$ cat src/rtl/reaction_round_ctrl_pkg.sv
// Shared encodings and helpers for the reaction game round sequencer.
package reaction_round_ctrl_pkg;

    typedef enum logic [2:0] {
        PH_IDLE   = 3'd0,
        PH_ARM    = 3'd1,
        PH_WAIT   = 3'd2,
        PH_GO     = 3'd3,
        PH_RESULT = 3'd4,
        PH_FINISH = 3'd5
    } phase_e;

    typedef enum logic [1:0] {
        RES_NONE  = 2'd0,
        RES_HIT   = 2'd1,
        RES_EARLY = 2'd2,
        RES_MISS  = 2'd3
    } result_e;

    localparam logic [8:0] BEST_NONE = 9'h1FF;

    // Pre-go delay from a raw LFSR sample; short samples are pushed up by the minimum.
    function automatic logic [8:0] arm_delay(input logic [8:0] rand_val,
                                             input logic [8:0] min_delay);
        logic [8:0] v;
        v = (rand_val < min_delay) ? rand_val + min_delay : rand_val;
        return (v == '0) ? min_delay : v;
    endfunction

endpackage

$ cat src/rtl/reaction_round_ctrl_tick_counter.sv
// 9-bit loadable up/down counter advanced by a tick enable, with a terminal-count flag.
module tick_counter (
    input  logic       clk,
    input  logic       rst_n,
    input  logic       i_load,
    input  logic [8:0] i_load_val,
    input  logic       i_en,
    input  logic       i_up,
    input  logic [8:0] i_tc_val,
    output logic [8:0] o_count,
    output logic       o_tc
);

    logic [8:0] r_count;

    // NOTE: non-blocking assignments make every flop sample pre-edge values, so the
    // counters and the FSM that reads them advance together without race.
    always_ff @(posedge clk or negedge rst_n) begin
        if (!rst_n) begin
            r_count <= '0;
        end else if (i_load) begin
            r_count <= i_load_val;
        end else if (i_en) begin
            r_count <= i_up ? r_count + 9'd1 : r_count - 9'd1;
        end
    end

    assign o_count = r_count;
    assign o_tc    = (r_count == i_tc_val);

endmodule

$ cat src/rtl/reaction_round_ctrl.sv
// Multi-round reaction game sequencer: random delay, go window, scoring and round
// bookkeeping, driven by a 100 Hz tick enable.
module reaction_round_ctrl
    import reaction_round_ctrl_pkg::*;
#(
    parameter int ROUNDS     = 5,
    parameter int MIN_DELAY  = 100,
    parameter int TIMEOUT    = 300,
    parameter int HOLD_TICKS = 100
) (
    input  logic       clk,
    input  logic       rst_n,
    input  logic       tick,
    input  logic       start,
    input  logic       abort,
    input  logic       press,
    input  logic [8:0] rand_val,
    output logic       lfsr_load,
    output logic [2:0] phase,
    output logic       go,
    output logic [2:0] round_idx,
    output logic [1:0] result,
    output logic [8:0] reaction_time,
    output logic [8:0] best_time,
    output logic [2:0] hits,
    output logic       done
);

    localparam logic [8:0] MIN9       = 9'(MIN_DELAY);
    localparam logic [8:0] RX_LAST    = 9'(TIMEOUT - 1);
    localparam logic [8:0] HOLD9      = 9'(HOLD_TICKS);
    localparam logic [2:0] ROUND_LAST = 3'(ROUNDS - 1);

    phase_e     r_state, w_next;
    logic       w_dly_load, w_dly_en, w_rx_load, w_rx_en;
    logic [8:0] w_dly_val, w_dly_cnt, w_rx_cnt;
    logic       w_dly_tc, w_rx_tc, w_dly_exp;
    logic       w_start_acc, w_hit, w_early, w_miss, w_hold_done, w_last;

    logic       r_lfsr_load, r_done;
    logic [2:0] r_round, r_hits;
    result_e    r_result;
    logic [8:0] r_react, r_best;

    // Delay counter serves both the pre-go wait and the result hold.
    tick_counter u_delay (
        .clk        (clk),
        .rst_n      (rst_n),
        .i_load     (w_dly_load),
        .i_load_val (w_dly_val),
        .i_en       (w_dly_en),
        .i_up       (1'b0),
        .i_tc_val   (9'd1),
        .o_count    (w_dly_cnt),
        .o_tc       (w_dly_tc)
    );

    tick_counter u_react (
        .clk        (clk),
        .rst_n      (rst_n),
        .i_load     (w_rx_load),
        .i_load_val (9'd0),
        .i_en       (w_rx_en),
        .i_up       (1'b1),
        .i_tc_val   (RX_LAST),
        .o_count    (w_rx_cnt),
        .o_tc       (w_rx_tc)
    );

    // A zero count (HOLD_TICKS of 0) expires on the first tick instead of wrapping.
    assign w_dly_exp = w_dly_tc || (w_dly_cnt == '0);
    assign w_last    = (r_round == ROUND_LAST);

    always_ff @(posedge clk or negedge rst_n) begin
        if (!rst_n) r_state <= PH_IDLE;
        else        r_state <= w_next;
    end

    // NOTE: every signal written here gets a default first so no path infers a latch.
    always_comb begin
        w_next      = r_state;
        w_dly_load  = 1'b0;
        w_dly_val   = arm_delay(rand_val, MIN9);
        w_dly_en    = 1'b0;
        w_rx_load   = 1'b0;
        w_rx_en     = 1'b0;
        w_start_acc = 1'b0;
        w_hit       = 1'b0;
        w_early     = 1'b0;
        w_miss      = 1'b0;
        w_hold_done = 1'b0;
        case (r_state)
            PH_IDLE, PH_FINISH: begin
                if (start) begin
                    w_start_acc = 1'b1;
                    w_next      = PH_ARM;
                end
            end
            PH_ARM: begin
                w_dly_load = 1'b1;
                w_next     = PH_WAIT;
            end
            PH_WAIT: begin
                if (press) begin
                    w_early = 1'b1;
                    w_next  = PH_RESULT;
                end else if (tick) begin
                    w_dly_en = 1'b1;
                    if (w_dly_exp) begin
                        w_rx_load = 1'b1;
                        w_next    = PH_GO;
                    end
                end
            end
            PH_GO: begin
                if (press) begin
                    w_hit  = 1'b1;
                    w_next = PH_RESULT;
                end else if (tick) begin
                    if (w_rx_tc) begin
                        w_miss = 1'b1;
                        w_next = PH_RESULT;
                    end else begin
                        w_rx_en = 1'b1;
                    end
                end
            end
            PH_RESULT: begin
                if (tick) begin
                    w_dly_en = 1'b1;
                    if (w_dly_exp) begin
                        w_hold_done = 1'b1;
                        w_next      = w_last ? PH_FINISH : PH_ARM;
                    end
                end
            end
            default: w_next = PH_IDLE;
        endcase
        if (w_hit || w_early || w_miss) begin
            w_dly_load = 1'b1;
            w_dly_val  = HOLD9;
        end
        // abort beats every event: no score, done or reseed side effects survive it.
        if (abort) begin
            w_next      = PH_IDLE;
            w_start_acc = 1'b0;
            w_hit       = 1'b0;
            w_early     = 1'b0;
            w_miss      = 1'b0;
            w_hold_done = 1'b0;
        end
    end

    always_comb begin
        phase = r_state;
        go    = (r_state == PH_GO);
    end

    always_ff @(posedge clk or negedge rst_n) begin
        if (!rst_n) begin
            r_lfsr_load <= 1'b0;
            r_done      <= 1'b0;
            r_round     <= '0;
            r_hits      <= '0;
            r_result    <= RES_NONE;
            r_react     <= '0;
            r_best      <= BEST_NONE;
        end else begin
            r_lfsr_load <= w_start_acc;
            r_done      <= w_hold_done && w_last;
            if (w_start_acc) begin
                r_round  <= '0;
                r_hits   <= '0;
                r_result <= RES_NONE;
                r_best   <= BEST_NONE;
            end
            if (w_hit) begin
                r_result <= RES_HIT;
                r_react  <= w_rx_cnt;
                r_hits   <= r_hits + 3'd1;
                if (w_rx_cnt < r_best) r_best <= w_rx_cnt;
            end
            if (w_early) r_result <= RES_EARLY;
            if (w_miss)  r_result <= RES_MISS;
            if (w_hold_done && !w_last) r_round <= r_round + 3'd1;
        end
    end

    assign lfsr_load     = r_lfsr_load;
    assign done          = r_done;
    assign round_idx     = r_round;
    assign hits          = r_hits;
    assign result        = r_result;
    assign reaction_time = r_react;
    assign best_time     = r_best;

endmodule

$ cat config.mk
export PLATFORM = sky130hd
export DESIGN_NAME = reaction_round_ctrl
export DESIGN_NICKNAME = d
export VERILOG_FILES = /design/src/rtl/reaction_round_ctrl_pkg.sv /design/src/rtl/reaction_round_ctrl_tick_counter.sv /design/src/rtl/reaction_round_ctrl.sv
export SDC_FILE = /design/constraint.sdc
export NUM_CORES = 1
export LEC_CHECK = 0
export CORE_MARGIN = 5
export CORE_UTILIZATION = 45
export CTS_BUF_LIST = sky130_fd_sc_hd__clkbuf_16
export DETAILED_ROUTE_END_ITERATION = 16
export PLACE_DENSITY = 0.64
export SLEW_MARGIN = 25
export SYNTH_ARGS = -nofsm -noshare
export SYNTH_HDL_FRONTEND = slang
export SYNTH_SLANG_ARGS = --single-unit
$ cat constraint.sdc
create_clock -name clk -period 4.8 [get_ports clk]
set_clock_uncertainty 0.15 [all_clocks]
set_input_delay 0.96 -clock clk [delete_from_list [all_inputs] [get_ports clk]]
set_output_delay 0.96 -clock clk [all_outputs]
set_load 0.05 [all_outputs]
==> run summary <==
Most frequent cells in the layout: nand2_1, clkdlybuf4s50_1, dfrtp_1
Async set-reset flop share out of synthesis: 1.00
Synth Flop Type: dfrtp_1
Post-route setup slack: 1.55 ns
Initial Utilization: 0.466
Post-CTS sizing: 0
Crit path capture type: primary output
CTS buffer count: 5
Placed cell count: 498
Area grow syn2layout: 21.4%
First-pass iteration count of the detailed router: 4
Vias in the first global route: 2703
Min Tclk post-route: 3.25 ns
Crit start category: flip-flop
GRT overflow: 0
P_int: 0.00104 W
Syn nets: 403
Gate power share: 0.452
CP Class: reg -> out
Wire per inst: 14.8 µm
Number of synthesized flops with an enable pin: 0
Global-route wire length before repair: 12.9 mm
Height of the die: 94.3 µm
Outcome: finished, final reports clean
DR top layer: met4
Layout cells sized above 1: 0.0927
Register area share after synthesis: 0.387
Crit path arrival time: 2.14 ns
VDD IR max: 0.000164 V
Sequential share of power: 0.347
Die X: 94.3 µm
Post-CTS Hold Buffers: 0
Switching share of power: 0.433
# setup viols final: 0
CTS HTree Levels: 2
GP Congestion: 0.805
Hold Crit Class: reg -> reg
Worst path required time: 3.69 ns
Fin cells: 506
Synth top area share: 0.313
Routed wire length: 7.50 mm
Number of synthesis warnings: 0
GRT Resource Usage Total: 0.181
M1 WL: 3.71 mm
Postcts setup bufs: 0
Commonest non-fill, non-tap cell in the layout: nand2_1
RSZ-0062 raised after global routing: no
IO Pins: 47
Largest net degree at the start of global routing: 50
Antenna violations before repair: 0
Fin. max-slew vios: 0
Leakage: 1.96 nW
CTS sink cnt: 49
CP Max Fanout: 13
Met2 WL: 3.44 mm
Sw power: 0.000795 W
Drt via density: 5.54
Pre-CTS WS: 1.50 ns
Clk_lat worst skew: 0.29 ns
Vias: 2802
Clock-pin slew of the registers on the worst-case setup and hold paths: 0.08 ns
DP HPWL: 5.38 mm
Longest Clk Path Bufs: 2
PwrDens: 473 nW/µm²
Placed Area: 3730 µm²
Top cell type by total area after synthesis: dfrtp_1
Iter 0 DRT Violations: 110
Post-synthesis cell area: 3200 µm²
# nets final: 440
# rows: 30
Met3 WL: 302 µm
CTS tree: yes
Die ar.: 8890 µm²
FMAX: 308 MHz
Syn Area/Cell: 8.60 µm²
Clock power share: 0.201
Post-route ant nets: 0
Top post-synthesis cells by area: dfrtp_1, dfstp_2, ha_1
Relative slew margins: 0.363
Total core area: 6870 µm²
Worst Tran Pin Value: 0.953 ns
Antenna cell count: 0
Final Util: 0.565
Synth Instances: 372
Synth cell types: 57
DRC Markers: 0
Post-synthesis register bit count: 49
Total of max-cap violations: 0
CTS root buf: clkbuf_16
Design area: 3880 µm²
Hold Vio Cnt, Final: 0
Number of port buffers: 46
Setup TNS: 0 ns
Tcrit/Tclk final: 0.677
==> area by class of cell <==
class,instances,area [µm²]
flip-flops and latches,49,1240
clock inverters,3,28.8
multi-input cells,289,1840
well taps,96,120
fillers,658,2990
clock buffers,5,125
repair buffers,49,478
inverters,15,56.3
==> kinds of logic (layout without fill, tap and decap cells) <==
| logic type | Yosys count | in the layout | synth area share |
|---|---|---|---|
| adder cells (fa/ha/maj) | 16 | 16 | 0.0626 |
| multiplexers | 2 | 2 | 0.00704 |
| AND/OR/NAND/NOR | 177 | 177 | 0.279 |
| XOR/XNOR | 9 | 9 | 0.0246 |
| buffers and inverters | 34 | 72 | 0.0411 |
| flip-flops | 49 | 49 | 0.387 |
| AO/OA/AOI/OAI | 85 | 85 | 0.198 |
==> cells in the mapped netlist, types with 3 or more instances <==
cell	n
nand2_1	50
o211a_1	9
nand4_1	5
nor3_1	26
clkbuf_1	14
nor2b_1	5
xor2_1	6
buf_2	3
inv_1	15
and2_1	5
dfrtp_1	40
a21o_1	14
nand2b_1	5
a211oi_1	4
a21boi_0	3
nor4_1	12
dfstp_2	9
nor2_1	37
o21ai_0	9
xnor2_1	3
a31o_2	3
ha_1	16
nand3_1	13
a21oi_1	18
and3_1	3
==> worst max-delay path, stage by stage, from the launching register on <==
cell             delay (ns)
dfrtp_1                0.60
and3b_1                0.39
clkdlybuf4s50_1        0.86
==> registers in the layout (all words and copies together) (netlist names), 2 cells and up <==
register         count
best_time            9
reaction_time        9
u_delay.o_count      9
u_react.o_count      9
hits                 3
phase                3
round_idx            3
result               2
==> worst paths after layout <==
kind	start	endpoint	slack (ns)	depth (start not counted)
setup / recovery	phase[0]	go	1.55	2
hold / removal	reaction_time[0]	reaction_time[0]	0.33	2
setup reg to reg	phase[0]	best_time[3]	2.26	5
hold reg to reg	reaction_time[0]	reaction_time[0]	0.33	2
max in group asynchronous	rst_n	u_delay.o_count[8]	3.45	2
min in group asynchronous	rst_n	round_idx[2]	0.61	2
==> power groups by stage <==
stage	logic [W]	clock network (W)	registers [W]
2_1_floorplan	0.000453	0	0.000786
3_5_place_dp	0.000834	0	0.000645
3_3_place_gp	0.000822	0	0.000642
4_1_cts	0.000836	0.000380	0.000637
5_1_grt	0.000908	0.000397	0.000657
6_report	0.000829	0.000368	0.000637
==> metrics by stage <==
| step | hold slack (ns) | total power (W) |
|---|---|---|
| after global placement | 0.310 | 0.00146 |
| after detailed placement | 0.316 | 0.00148 |
| after CTS | 0.333 | 0.00185 |
| after global routing | 0.350 | 0.00196 |
| after floorplan | 0.363 | 0.00124 |
| final | 0.327 | 0.00184 |
==> metal layers <==
metal,vias to the layer above,track usage
met3,2,0.0296
met2,51,0.286
li1,1421,-
met1,1328,0.260
met4,0,0.0397
met5,-,0
No activity file was read; power rests on OpenSTA's default activity.
